===== src/rtl/pin_input_conditioner.sv =====
// Pad input conditioning: multi-stage synchronizer, optional per-pin glitch
// filter, per-pin edge pulses, loopback of driven pins and a saturating
// count of cycles in which a glitch was rejected.

module pin_cond_lane #(
  parameter int   SYNC_STAGES = 2,
  parameter int   FILTER_LEN  = 8,
  parameter logic INIT_BIT    = 1'b0
) (
  input  logic clock_80,
  input  logic res,
  input  logic pad,
  input  logic filter_en,
  output logic filt,
  output logic filt_q,
  output logic glitch
);
  localparam int            CW   = $clog2(FILTER_LEN + 1);
  localparam logic [CW-1:0] LAST = CW'(FILTER_LEN - 1);

  logic [SYNC_STAGES-1:0] s;
  logic [CW-1:0]          cnt;
  logic                   sync;

  assign sync = s[SYNC_STAGES-1];

  // A count that dies before reaching the accept point is a rejected glitch.
  assign glitch = filter_en && (sync == filt) && (cnt != '0);

  // Plain flop chain into the clock_80 domain; nothing between stages.
  always_ff @(posedge clock_80) begin
    if (res) s <= {SYNC_STAGES{INIT_BIT}};
    else     s <= {s[SYNC_STAGES-2:0], pad};
  end

  // Accept a new level after FILTER_LEN consecutive differing samples;
  // with the filter off the synchronized level passes straight through.
  always_ff @(posedge clock_80) begin
    if (res) begin
      filt   <= INIT_BIT;
      filt_q <= INIT_BIT;
      cnt    <= '0;
    end else begin
      filt_q <= filt;
      if (!filter_en) begin
        filt <= sync;
        cnt  <= '0;
      end else if (sync == filt) begin
        cnt <= '0;
      end else if (cnt == LAST) begin
        filt <= sync;
        cnt  <= '0;
      end else begin
        cnt <= cnt + 1'b1;
      end
    end
  end
endmodule

module pin_input_conditioner #(
  parameter int               WIDTH       = 32,
  parameter int               SYNC_STAGES = 2,
  parameter int               FILTER_LEN  = 8,
  parameter logic [WIDTH-1:0] INIT        = '0
) (
  input  logic             clock_80,
  input  logic             res,
  input  logic [WIDTH-1:0] pin_in,
  input  logic [WIDTH-1:0] pin_out,
  input  logic [WIDTH-1:0] pin_dir,
  input  logic [WIDTH-1:0] filter_en,
  input  logic             glitch_clr,
  output logic [WIDTH-1:0] prop_input_bus,
  output logic [WIDTH-1:0] rise,
  output logic [WIDTH-1:0] fall,
  output logic             changed,
  output logic [15:0]      glitch_count
);
  logic [WIDTH-1:0] filt, filt_q, glitch;

  for (genvar i = 0; i < WIDTH; i++) begin : g_lane
    pin_cond_lane #(
      .SYNC_STAGES(SYNC_STAGES),
      .FILTER_LEN (FILTER_LEN),
      .INIT_BIT   (INIT[i])
    ) u_lane (
      .clock_80 (clock_80),
      .res      (res),
      .pad      (pin_in[i]),
      .filter_en(filter_en[i]),
      .filt     (filt[i]),
      .filt_q   (filt_q[i]),
      .glitch   (glitch[i])
    );
  end

  assign rise    = filt & ~filt_q;
  assign fall    = ~filt & filt_q;
  assign changed = |(rise | fall);

  // Driven pins loop back with zero latency, bypassing the synchronizer.
  assign prop_input_bus = (pin_dir & pin_out) | (~pin_dir & filt);

  // One increment per cycle with any rejection; clear beats increment.
  always_ff @(posedge clock_80) begin
    if (res || glitch_clr)                    glitch_count <= '0;
    else if (|glitch && glitch_count != '1)   glitch_count <= glitch_count + 16'd1;
  end
endmodule


===== config.mk =====
export PLATFORM = sky130hd
export DESIGN_NAME = pin_input_conditioner
export DESIGN_NICKNAME = d
export VERILOG_FILES = /design/src/rtl/pin_input_conditioner.sv
export SDC_FILE = /design/constraint.sdc
export NUM_CORES = 1
export LEC_CHECK = 0
export CAP_MARGIN = 20
export CORE_ASPECT_RATIO = 1.25
export CORE_MARGIN = 5
export CORE_UTILIZATION = 58
export CTS_BUF_LIST = sky130_fd_sc_hd__clkbuf_8
export DETAILED_ROUTE_END_ITERATION = 12
export GPL_ROUTABILITY_DRIVEN = 0
export PLACE_DENSITY = 0.94
export SETUP_SLACK_MARGIN = 0.1
export SLEW_MARGIN = 40
export SYNTH_ARGS = -nofsm -noshare
export SYNTH_HDL_FRONTEND = slang
export SYNTH_SLANG_ARGS = --single-unit

===== constraint.sdc =====
create_clock -name clock_80 -period 5.5 [get_ports clock_80]
set_input_delay 1.1 -clock clock_80 [delete_from_list [all_inputs] [get_ports clock_80]]
set_output_delay 1.1 -clock clock_80 [all_outputs]
set_load 0.02 [all_outputs]

==> Word level (Yosys, flattened, before mapping) <==
Cells that the tools add are included.
{ "classes": {"n_reduce_logical": 164, "addsub": 33, "n_eq_ne": 129, "bitwise_logic": 41, "n_mux": 96} }
{ "ops": {"columns": ["cell", "n"], "rows": [
  ["adder 4 x 1 -> 4 bit, second input constant", 32],
  ["bitwise AND 32 bit", 4],
  ["equality test 4 x 3 -> 1 bit, second input constant", 32],
  ["nonzero test 4 bit", 32],
  ["OR reduction 4 bit", 32],
  ["2-to-1 mux 1 bit", 96],
  ["NOT 32 bit", 3],
  ["logical AND 1 bit", 65],
  ["!= test 2 x 1 -> 1 bit, second input constant", 32],
  ["!= test 2 bit, second input constant", 32],
  ["OR 32 bit", 2],
  ["AND reduction 2 bit", 32],
  ["OR reduction 32 bit", 2],
  ["equality test 1 bit", 32],
  ["NOT 1 bit", 32],
  ["adder 16 x 1 -> 16 bit, second input constant", 1],
  ["!= test 16 bit, second input constant", 1],
  ["logical OR 1 bit", 1]
]} }
{ "word_totals": {"input_bits": 131, "output_inout_bits": 113, "wordCells": 592, "reg_bits": 272} }

==> Depth between registers and ports, before layout <==
Gate-level depths: netlist (run 1).
{ "logic_depth": {"depth_word": 5, "ltp_mapped": 10, "mapped_depth_nobuf": 9} }

==> By module <==
Synthesis (run 1) repeated with hierarchy kept, for this count alone.
{ "unflattened": {"hier_cells": 1333, "area_unflattened_um2": 13128.8} }
{ "modules_own_cells": {"columns": ["module", "seq_area_each_um2", "cells_each", "area_each_um2", "instances"], "rows": [
  ["pin_cond_lane (g_lane[0].u_lane ...)", 160.2, 32, 337.8, 31],
  ["pin_input_conditioner", 320.3, 309, 2336.0, 1],
  ["pin_cond_lane (g_lane[7].u_lane)", 160.2, 32, 320.3, 1]
]} }

==> Worst setup path after synthesis (run 1) <==
Ideal clock, no wire load.
{ "synth_timing": {"path_kind": "input-to-output", "from": "in pin_dir[0]", "to": "out prop_input_bus[0]", "path_buffers": 0, "t_required_ps": 4400, "path_stages": 1, "arrival_ps": 1576, "slack_ps": 2824, "path_cell_list": "o21ai_0"} }
{ "synth_via": {"elab_chain_cells": 3, "word_cells_on_any_way": 4, "cone_classes": "bitwise: 4"} }
{ "synth_rtl": {"columns": ["item", "line_no", "source"], "rows": [
  ["start, declared", "70", "input logic [WIDTH-1:0] pin_dir,"],
  ["NOT 32 bit", "102", "assign prop_input_bus = (pin_dir & pin_out) | (~pin_dir & filt);"],
  ["bitwise AND 32 bit", "102", null],
  ["OR 32 bit (*)", "102", null],
  ["end, declared", "73", "output logic [WIDTH-1:0] prop_input_bus,"]
]} }
Every way passes the cells marked *; elsewhere a longest branch is shown, timed or not.

==> Worst setup path after layout (run 1) <==
{ "layout_timing": {"from": "reg g_lane[8].u_lane.filt_q", "to": "out changed"} }
{ "layout_via": {"elab_chain_cells": 4, "word_cells_on_any_way": 5, "cone_classes": "bitwise: 4; reduce/logical: 1"} }
{ "layout_rtl": {"columns": ["item", "line_no", "source"], "rows": [
  ["start, declared", "15", "output logic filt_q,"],
  ["start signal, assigned", "44", "filt_q <= filt;"],
  ["NOT 32 bit", "97", "assign rise = filt & ~filt_q;"],
  ["bitwise AND 32 bit", "97", null],
  ["OR 32 bit (*)", "99", "assign changed = |(rise | fall);"],
  ["OR reduction 32 bit (*)", "99", null],
  ["end, declared", "76", "output logic changed,"]
]} }
Marked as above.

==> flow_summary.yaml, run 1 <==
outcome:
  status: "finished, final reports clean"
synth:
  synth_cell_types: 39
  synth.area.top_cells: "dfxtp_1, ha_1, nor2_1"
  ys.flop_type: "dfxtp_1"
  syn_nets: 1625
  synth_seq_area_share: 0.452
  synth-seq-cells: 272
  syn_area_um2: 12000
  synth_cells: 1365
  syn_area_per_cell_um2: 8.82
  ys.warnings.count: 0
  synthTopCellsByCount: "dfxtp_1, nor2_1, inv_1"
  synth_top_area_cell: "dfxtp_1"
  async_flop_share: 0
  yosysTopAreaCellShare: 0.452
  synth_edf_count: 0
  yosysMostFrequentCell: "dfxtp_1"
floorplanning:
  die_h_um: 171
  dieWidth_um: 139
  io_pins: 244
  start_util: 0.584
  core_um2: 20600
  num_rows: 59
  die_area_um2: 23800
setup_path:
  r2r-start: "g_lane[13].u_lane.cnt[0]$_SDFF_PP0_"
  worstPathMaxFanout: 2
  cp-end-kind: "output pin"
  startpoint_type: "flop"
  path_class: "reg2out"
  r2r_cells: 9
  worstPathRequired_ns: 4.40
  worstPathArrival_ns: 2.57
  regToRegSetupSlack_ns: 2.75
  rr_endpoint: "glitch_count[11]$_SDFFE_PP0P_"
timing:
  min_period_ns: 3.67
  rsz0062_at_grt: "no"
  fin_worst_skew_ns: 0.0220
  slew_violations: 0
  fmax_ghz: 0.272
  fin_crit_sh: 0.668
  final.setup.tns_ns: 0
  hold_ws_ns: 0.431
  hold_viol_final: 0
  final-setup-viol-count: 0
  slew_headroom: 0.482
  worstMarginPinSlew_ns: 0.776
global_route:
  grt_max_degree: 87
  grt_pass1_wl_mm: 45.8
  grt_usage: 0.230
  antenna_found_initial: 0
  first_global_vias: 10100
  overflow: 0
route:
  vias_per_cell: 5.06
  wirelength_mm: 28.2
  routedWlPerCell_um: 14.5
  firstDrtPassIters: 4
  drtIter0Drc: 475
  drc: 0
  antenna_left: 0
  vias: 9801
layout:
  fill_cells: 1311
  antenna_cells: 0
  seq_area_um2: 5450
  multi_input_area_um2: 5790
  drive_gt1_frac: 0.0475
  area_growth_pct: 29.6
  nets: 1891
worst_hold_path:
  hp-class: "reg2reg"
  min_to: "g_lane[9].u_lane.s[1]$_SDFF_PP0_"
  whs_path_depth: 1
  hold_start: "g_lane[9].u_lane.s[0]$_SDFF_PP0_"
clocking:
  cts_resized: 0
  postCtsHoldBufs: 0
  cts_max_level: 2
  clk_latency_ns: 0.54
  cts_tree: "done"
  clk_pin_slew_ns: 0.07
  cts_setup_buffers: 0
  cts.sinks: 272
  clockRootBuffer: "clkbuf_8"
  cts_buffer_depth: 3
  cts_buffers: 42
power_and_ir_drop:
  p_leak_uw: 0.00617
  p_total_uw: 4090
  power.density_nw_per_um2: 262
  worst_ir_drop_vdd_uv: 204
placement:
  portBuffers: 243
  dp_hpwl_mm: 21.3
run:
  maxCapViolCount: 0
## flip-flops by register name, summed over array words and instances, names as in the netlist
name                  cells
g_lane.u_lane.filt_q     32
glitch_count             16
g_lane.u_lane.s          64
g_lane.u_lane.cnt       128
g_lane.u_lane.filt       32
## kinds of logic (layout without fill, tap and decap cells)
family | after synthesis | count (layout) | share of synthesized area
simple gates | 519 | 519 | 0.205
flops | 272 | 272 | 0.452
buf+inv | 212 | 511 | 0.0667
compound gates | 133 | 133 | 0.0691
fa+ha+maj | 129 | 129 | 0.134
xor+xnor | 98 | 98 | 0.0713
mux | 2 | 2 | 0.00166
## critical path, stage by stage (launching register included)
cell and delay (ns):
dfxtp_1 0.34, inv_1 0.05, ha_1 0.38, nand4_1 0.17, nor4_1 0.40, nand2_1 0.09, clkdlybuf4s50_1 0.60
## area by class of cell
class                           instances  share of cell area
Tap cell                              274              0.0220
Sequential cell                       272               0.349
Inverter                              189              0.0455
Clock inverter                         22             0.00714
Multi-Input combinational cell        881               0.371
Timing Repair Buffer                  245               0.157
Clock buffer                           55              0.0485
## metrics by stage
stage | worst slack [ns] | instance area (um2) | utilization | instances
2_1_floorplan | 2.82 | 12000 | - | 1365
3_3_place_gp | 1.99 | 14700 | 0.715 | 1861
3_5_place_dp | 2.00 | 14700 | 0.715 | 1861
4_1_cts | 1.82 | 15600 | 0.757 | 1938
5_1_grt | 1.71 | 15600 | 0.758 | 1938
6_report | 1.83 | 15600 | 0.758 | 1938
## cells in the final DEF, fill, tap and decap left out, drive strengths merged, types with 32 or more instances in the layout
master / synthesis / final
dfxtp: 272 / 272
clkdlybuf4s50: 0 / 242
nor2: 199 / 199
inv: 189 / 198
ha: 129 / 129
nand2: 109 / 109
xnor2: 66 / 66
nor2b: 64 / 64
nand3: 57 / 57
clkbuf: 20 / 55
o21ai: 52 / 52
a21oi: 38 / 38
or3: 35 / 35
xor2: 32 / 32
## where the power goes
group          switching (uW)  internal (uW)  total, uW  leakage, uW
clock network             781            905       1690     0.000482
logic                     179            189        368      0.00348
registers                26.2           2010       2030      0.00221
total                     986           3100       4090      0.00617
## worst max-delay path by stage
| stage | start | to | slack [ns] | cells past startpoint |
|---|---|---|---|---|
| 2_1_floorplan | pin_dir[0] | prop_input_bus[0] | 2.82 | 1 |
| 6_report | g_lane[8].u_lane.filt_q$_SDFF_PP0_ | changed | 1.83 | 6 |
| 5_1_grt | g_lane[8].u_lane.filt_q$_SDFF_PP0_ | changed | 1.71 | 6 |
| 3_3_place_gp | pin_dir[15] | prop_input_bus[15] | 1.99 | 3 |
| 3_5_place_dp | pin_dir[15] | prop_input_bus[15] | 2.00 | 3 |
| 4_1_cts | g_lane[8].u_lane.filt_q$_SDFF_PP0_ | changed | 1.82 | 6 |
## routing by layer
| metal | up-vias | global-route usage | wire, um |
|---|---|---|---|
| li1 | 4940 | - | - |
| met5 | - | 0 | 0 |
| met4 | 0 | 0.0953 | 1030 |
| met2 | 229 | 0.444 | 15200 |
| met3 | 61 | 0.0461 | 1440 |
| met1 | 4571 | 0.243 | 10500 |
No activity file was read; power rests on OpenSTA's default activity.
==> inputs of run 2 (changes only) <==
Settings changed: CORE_UTILIZATION 58 to 53, PLACE_DENSITY 0.94 to 0.87.
Clock period 5.5 ns to 3.8 ns, I/O delays scaled along.
==> flow_summary.yaml, run 2 (same netlist as run 1, synthesis figures left out) <==
outcome:
  status: "finished, final reports clean"
timing:
  hold_viol_final: 0
  final.setup.tns_ns: 0
  rsz0062_at_grt: "no"
  fin_crit_sh: 0.860
  final-setup-viol-count: 0
  fmax_ghz: 0.306
  slew_violations: 0
  worstMarginPinSlew_ns: 0.615
  min_period_ns: 3.27
  slew_headroom: 0.585
  fin_worst_skew_ns: 0.0175
run:
  maxCapViolCount: 0
worst_hold_path:
  hp-class: "reg2reg"
floorplanning:
  num_rows: 61
  io_pins: 244
  start_util: 0.540
  die_h_um: 178
  dieWidth_um: 145
  die_area_um2: 25800
  core_um2: 22300
setup_path:
  worstPathArrival_ns: 2.51
  cp-end-kind: "output pin"
  crit_chain: "inv_1, ha_1, nand4_1, nor4_1, nand2_1, clkdlybuf4s50_1"
  path_class: "reg2out"
  cp_num_buf_inv: 2
  max_stage_delay_ns: 0.61
  startpoint_type: "flop"
  crit_slowest_cell: "clkdlybuf4s50_1"
  worstPathMaxFanout: 2
  crit_family: "simple AND/OR/NAND/NOR gates"
  worstPathRequired_ns: 3.04
layout:
  reg.largest.list: "g_lane.u_lane.cnt x128, g_lane.u_lane.s x64"
  drive_gt1_frac: 0.0427
  nets: 1891
  layout.cells.non_filler: 1946
  layout_common_cells: "dfxtp_1, clkdlybuf4s50_1, inv_1"
  regMostFlops: "g_lane.u_lane.cnt"
  fin_util: 0.702
  area_growth_pct: 29.9
  fill_cells: 1666
  largest_reg_flops: 128
  final_common_cell: "dfxtp_1"
power_and_ir_drop:
  switching_share: 0.231
  worst_ir_drop_vdd_uv: 308
  p_leak_uw: 0.00620
  comb_power_share: 0.089
  p_sw_uw: 1370
  seqPwrFrac: 0.497
  power.internal_uw: 4550
  power.density_nw_per_um2: 379
  p_clk_frac: 0.414
clocking:
  clk_latency_ns: 0.53
  cts_max_level: 2
  clockRootBuffer: "clkbuf_8"
  clk_pin_slew_ns: 0.06
  cts.sinks: 272
  cts_setup_buffers: 0
  cts_buffers: 43
  cts_tree: "done"
  cts_resized: 0
  postCtsHoldBufs: 0
  cts_buffer_depth: 3
global_route:
  first_global_vias: 9916
  overflow: 0
  grt_pass1_wl_mm: 43.8
  grt_usage: 0.208
  antenna_found_initial: 1
  grt_max_degree: 85
route:
  wirelength_mm: 27.3
  vias_per_cell: 5.01
  drtIter0Drc: 361
  vias: 9746
  drc: 0
  firstDrtPassIters: 4
  antenna_left: 0
  routedWlPerCell_um: 14.0
placement:
  portBuffers: 243
  dp_hpwl_mm: 20.9
  dp_cells: 1869
[run 2: layer usage]
layer	vias up	share of wire	GRT usage	routed length, um
li1	4939	-	-	-
met1	4490	0.38	0.219	10400
met2	249	0.52	0.385	14100
met3	66	0.066	0.0542	1800
met4	2	0.036	0.0879	977
met5	-	0.00048	0	13
[run 2: worst paths after layout]
path / startpoint / to / slack, ns / depth (start not counted)
worst max-delay path: g_lane[20].u_lane.filt_q$_SDFF_PP0_ / changed / 0.53 / 6
worst min-delay path: g_lane[25].u_lane.s[0]$_SDFF_PP0_ / g_lane[25].u_lane.s[1]$_SDFF_PP0_ / 0.43 / 1
worst max register to register: g_lane[13].u_lane.cnt[0]$_SDFF_PP0_ / glitch_count[11]$_SDFFE_PP0P_ / 1.13 / 9
worst min register to register: g_lane[25].u_lane.s[0]$_SDFF_PP0_ / g_lane[25].u_lane.s[1]$_SDFF_PP0_ / 0.43 / 1
[run 2: per-stage QoR]
| step | power [uW] | hold WS, ns | setup slack (ns) | cell area, um2 |
|---|---|---|---|---|
| floorplan | 3260 | 0.414 | 1.76 | 12000 |
| global placement | 3520 | 0.417 | 0.840 | 14700 |
| detailed placement | 3530 | 0.421 | 0.827 | 14700 |
| CTS | 6010 | 0.434 | 0.502 | 15600 |
| global route | 6180 | 0.448 | 0.422 | 15600 |
| finish | 5920 | 0.428 | 0.531 | 15600 |
[run 2: final cells by class]
type,count,area [um2],share of cell area
Multi-Input combinational cell,881,5790,0.370
Tap cell,283,354,0.0226
Sequential cell,272,5450,0.348
Clock buffer,59,812,0.0519
Antenna cell,1,2.50,0.000160
Clock inverter,17,67.6,0.00432
Timing Repair Buffer,244,2450,0.157
Inverter,189,709,0.0454
[run 2: worst register-to-register path: cells and delay by family (launching register included)]
kind	cells	cell delay, ns
compound gates	4	1.25
simple gates	2	0.78
flops	1	0.34
fa+ha+maj	1	0.14
buf+inv	2	0.11
[run 2: power by group through the flow]
stage	logic [uW]	clock network, uW	registers (uW)
2_1_floorplan	259	0	3000
3_3_place_gp	515	0	3000
3_5_place_dp	527	0	3010
4_1_cts	531	2530	2950
5_1_grt	575	2660	2950
6_report	528	2450	2950
